File: config.mk
export PLATFORM = sky130hd
export DESIGN_NAME = pulse_stretch_driver
export DESIGN_NICKNAME = d
export VERILOG_FILES = /design/src/rtl/pulse_stretch_driver.sv
export SDC_FILE = /design/constraint.sdc
export NUM_CORES = 1
export LEC_CHECK = 0
export ABC_AREA = 0
export CAP_MARGIN = 10
export CORE_MARGIN = 2
export CORE_UTILIZATION = 50
export CTS_CLUSTER_DIAMETER = 50
export DETAILED_ROUTE_END_ITERATION = 16
export GPL_TIMING_DRIVEN = 0
export PLACE_DENSITY = 0.7
export SKIP_CTS_REPAIR_TIMING = 1
export SYNTH_ARGS = -nofsm -noshare
export SYNTH_HDL_FRONTEND = slang
export SYNTH_SLANG_ARGS = --single-unit
File: constraint.sdc
create_clock -name clk -period 3.3 [get_ports clk]
set_clock_uncertainty 0.1 [all_clocks]
set_input_delay 0.495 -clock clk [delete_from_list [all_inputs] [get_ports clk]]
set_output_delay 0.495 -clock clk [all_outputs]
set_load 0.03 [all_outputs]
File: src/rtl/pulse_stretch_driver.sv
// Stretches single-cycle event pulses into fixed ON windows followed by a mandatory OFF gap.
// Define PULSE_QUEUE_EN to queue requests that arrive while busy; otherwise they are dropped.
module pulse_stretch_driver #(
  parameter int ON_CYCLES  = 8,
  parameter int OFF_CYCLES = 8,
  parameter int CNT_W      = 16,
  parameter int QDEPTH_W   = 4
) (
  input  logic                clk,
  input  logic                reset,
  input  logic                i_pulse,
  output logic                o_out,
  output logic                o_busy,
  output logic                o_drop,
  output logic [QDEPTH_W-1:0] o_pending
);

  typedef enum logic [1:0] {IDLE, ON, GAP} state_t;

  localparam logic [CNT_W-1:0] ON_LOAD  = CNT_W'(ON_CYCLES - 1);
  localparam logic [CNT_W-1:0] OFF_LOAD = CNT_W'(OFF_CYCLES - 1);

  state_t           state_reg;
  logic [CNT_W-1:0] cnt_reg;
  logic             out_reg;
  logic             busy_reg;
  logic             drop_reg;
  logic             cnt_zero;
  logic             gap_done;
  logic             start_next;
  logic             drop_next;

  assign cnt_zero = (cnt_reg == '0);
  assign gap_done = (state_reg == GAP) && cnt_zero;

`ifdef PULSE_QUEUE_EN
  localparam logic [QDEPTH_W-1:0] PEND_MAX = '1;

  logic [QDEPTH_W-1:0] pend_reg;
  logic [QDEPTH_W-1:0] pend_next;
  logic                has_pend;
  logic                enq;
  logic                deq;

  // A fresh request at the end of a gap with nothing queued starts directly
  // instead of being queued; with something queued, the oldest one wins.
  always_comb begin
    has_pend   = (pend_reg != '0);
    start_next = ((state_reg == IDLE) || gap_done) && (i_pulse || has_pend);
    deq        = start_next && has_pend && !((state_reg == IDLE) && i_pulse);
    enq        = i_pulse && (state_reg != IDLE) && !(gap_done && !has_pend);
    pend_next  = pend_reg;
    drop_next  = 1'b0;
    if (enq && !deq) begin
      if (pend_reg == PEND_MAX) begin
        drop_next = 1'b1;
      end else begin
        pend_next = pend_reg + 1'b1;
      end
    end else if (deq && !enq) begin
      pend_next = pend_reg - 1'b1;
    end
  end

  assign o_pending = pend_reg;
`else
  always_comb begin
    start_next = (state_reg == IDLE) && i_pulse;
    drop_next  = (state_reg != IDLE) && i_pulse;
  end

  assign o_pending = '0;
`endif

  always_ff @(posedge clk) begin
    if (reset) begin
      state_reg <= IDLE;
      cnt_reg   <= '0;
      out_reg   <= 1'b0;
      busy_reg  <= 1'b0;
      drop_reg  <= 1'b0;
`ifdef PULSE_QUEUE_EN
      pend_reg  <= '0;
`endif
    end else begin
      drop_reg <= drop_next;
`ifdef PULSE_QUEUE_EN
      pend_reg <= pend_next;
`endif
      case (state_reg)
        IDLE, GAP: begin
          if (start_next) begin
            state_reg <= ON;
            cnt_reg   <= ON_LOAD;
            out_reg   <= 1'b1;
            busy_reg  <= 1'b1;
          end else if (state_reg == GAP) begin
            if (cnt_zero) begin
              state_reg <= IDLE;
              busy_reg  <= 1'b0;
            end else begin
              cnt_reg <= cnt_reg - 1'b1;
            end
          end
        end
        ON: begin
          if (cnt_zero) begin
            state_reg <= GAP;
            cnt_reg   <= OFF_LOAD;
            out_reg   <= 1'b0;
          end else begin
            cnt_reg <= cnt_reg - 1'b1;
          end
        end
        default: begin
          state_reg <= IDLE;
          cnt_reg   <= '0;
          out_reg   <= 1'b0;
          busy_reg  <= 1'b0;
        end
      endcase
    end
  end

  assign o_out  = out_reg;
  assign o_busy = busy_reg;
  assign o_drop = drop_reg;

endmodule

==> results.cfg <==
[die]
start_util = 0.5339
core_area_um2 = 2233
die-area_um2 = 2792
rows = 17
fp.dieH_um = 52.84
die_w_um = 52.84
num_io_pins = 10

[detailed_routing]
drcViolationCount = 0
first_iter_violations = 37
dr.pass1.iters = 4
vias_per_cell = 6.054
vias = 1114
wl_per_cell_um = 14.01
routed_wirelength_um = 2578
detail-route-antenna-nets = 0

[pwr]
p_leak_nw = 0.4713
cellPowerDensity_nw_per_um2 = 695.2
vdd_drop_max_v = 0.0004664

[layout]
diodes = 0
layout_common_cells = 21 x dfxtp_1, 13 x a21oi_1, 10 x nor2_1
drive_gt1_frac = 0.09615
layout_commonest_cell = dfxtp_1
fin_area_um2 = 1319
largest_reg_flops = 16
synthToLayoutAreaGrowth_pct = 10.60
finalNetCount = 161
stdcell_count = 184

[clocking]
cts_made_buffers = 3
clk_pin_slew_ns = 0.13
root_buffer = clkbuf_4
insertion_delay_ns = 0.32
cts_tree = built
h-tree-depth = 1
cts.sinks = 21
cts_buffer_depth = 2

[min_path]
worstHoldStart = cnt_reg[10]$_SDFFE_PP0P_
hp-class = flop to flop
hold_depth = 2
hold_end = cnt_reg[10]$_SDFFE_PP0P_

[critical_path]
r2r-start = cnt_reg[0]$_SDFFE_PP0P_
slowest_delay_ns = 0.78
critPathSlowestCell = nor3b_1
critical_path_class = flop to flop
crit_chain = inv_1, ha_1, nor3b_1, a41oi_1, o21ai_1, a21oi_1
reg2reg_to = cnt_reg[8]$_SDFFE_PP0P_
start_kind = flop
arrival_ns = 2.81
cp_max_fo = 9
rr_worst_depth = 6
rrSetupSlack_ns = 0.58
cp-end-kind = flop
worstPathRequired_ns = 3.39

[sta]
maxSlewViolCount = 0
fin_setup_tns_ns = 0
timing_worst_slew_pin_value_ns = 0.9370
rsz0062_at_grt = no
fin_crit_ns = 2.716
hold_viol = 0
fmax_mhz = 368.2
setup_viol = 0
relSlewSlack = 0.3740
final.period_utilization = 0.8230

[yosys]
ys_warn_count = 0
syn_area_per_cell_um2 = 8.281
synth.distinct_cells = 41
ys_seq_area_frac = 0.3526
syn_area_um2 = 1192
synth_cells = 144
ys_seq_elements = 21

[place]
gp_congestion = 0.8082
place_area_um2 = 1289
placed_cells = 180
numPortBuffers = 5
hpwl_um = 1953

[grt]
antenna_found_initial = 0
track_usage = 0.2139
grt_overflow_total = 0
grt_max_degree = 14
grt_pass1_vias = 973
grt_pass1_wl_um = 4416

[run]
drv_cap = 0

[run_status]
outcome = completed
[cells by family after synthesis]
kind of cell,count (synthesis),share of synthesized area
buffers and inverters,11,0.04826
other,1,0.003145
and+or+nand+nor,69,0.3484
AOI/OAI and AO/OA,36,0.1962
xor gates and xnor gates,2,0.01469
muxes,3,0.02623
DFF,21,0.3526
adders and majority gates,1,0.01049
[layout make-up]
class                           count  area, um^2
Fill cell                         211       914.6
Buffer                              8       46.29
Sequential cell                    21       420.4
Tap cell                           28       35.03
Timing Repair Buffer                5       50.05
Clock buffer                        3       22.52
Clock inverter                      1       7.507
Multi-Input combinational cell    115       725.7
Inverter                            3       11.26
[where the power goes]
part           internal, W  switching [W]
Sequential        0.000300      0.0000550
Combinational     0.000176       0.000253
Clock            0.0000463      0.0000866
[how the worst max path moves through the flow]
stage	from	end	slack [ns]	cells after the start
5_1_grt	cnt_reg[0]$_SDFFE_PP0P_	cnt_reg[11]$_SDFFE_PP0P_	0.32	6
6_report	cnt_reg[0]$_SDFFE_PP0P_	cnt_reg[8]$_SDFFE_PP0P_	0.58	6
2_1_floorplan	cnt_reg[7]$_SDFFE_PP0P_	cnt_reg[13]$_SDFFE_PP0P_	1.03	5
4_1_cts	cnt_reg[0]$_SDFFE_PP0P_	cnt_reg[11]$_SDFFE_PP0P_	0.62	6
3_5_place_dp	i_pulse	cnt_reg[9]$_SDFFE_PP0P_	0.55	5
3_3_place_gp	i_pulse	cnt_reg[9]$_SDFFE_PP0P_	0.58	5
[stage by stage]
stage | utilization | hold slack (ns) | setup slack [ns] | total power [W]
detailed placement | 0.5770 | 0.3753 | 0.5518 | 0.0007806
CTS | 0.5905 | 0.3950 | 0.6199 | 0.0009138
global route | 0.5905 | 0.4392 | 0.3199 | 0.0009900
global placement | 0.5770 | 0.3621 | 0.5757 | 0.0007683
finish | 0.5905 | 0.3933 | 0.5841 | 0.0009168
floorplan | - | 0.3521 | 1.033 | 0.0006842
[metal layers]
metal	vias to the layer above	routed length, um	track usage
li1	578	-	-
met1	516	1266	0.2782
met2	18	1199	0.3521
met3	2	94	0.06286
met4	0	17	0.03846
met5	-	0	0
[cell usage after synthesis, drive strengths merged]
cell / number / area [um^2]
buf: 5 / 35.03
conb: 1 / 3.750
nor4: 6 / 37.54
inv: 3 / 11.26
o211a: 2 / 20.02
or4b: 3 / 30.03
mux2i: 2 / 20.02
nand3b: 2 / 15.01
nand4b: 1 / 8.760
o41ai: 1 / 8.760
xor2: 2 / 17.52
o21ai: 5 / 25.02
o211ai: 4 / 30.03
nand2: 9 / 33.78
mux2: 1 / 11.26
a21boi: 1 / 7.510
or3b: 1 / 8.760
o31ai: 2 / 15.01
a31oi: 2 / 12.51
nor3: 7 / 35.03
or4: 8 / 67.56
nand3: 2 / 10.01
and4: 1 / 8.760
ha: 1 / 12.51
or3: 7 / 43.79
clkbuf: 3 / 11.26
o22ai: 1 / 6.260
a21oi: 13 / 65.06
a41oi: 1 / 8.760
a211o: 1 / 8.760
dfxtp: 21 / 420.4
nand4: 5 / 31.28
nor2: 10 / 37.54
nor3b: 3 / 22.52
and3: 1 / 6.260
nand2b: 3 / 18.77
a2111oi: 3 / 26.28
[critical path: cells and delay by family, from the launching register on]
kind | cells | cell delay, ns
flip-flops | 1 | 0.37
AO/OA/AOI/OAI | 3 | 1.09
AND/OR/NAND/NOR | 1 | 0.78
buffers and inverters | 1 | 0.07
adder cells (fa/ha/maj) | 1 | 0.18
Power figures use the tool's default switching activity.
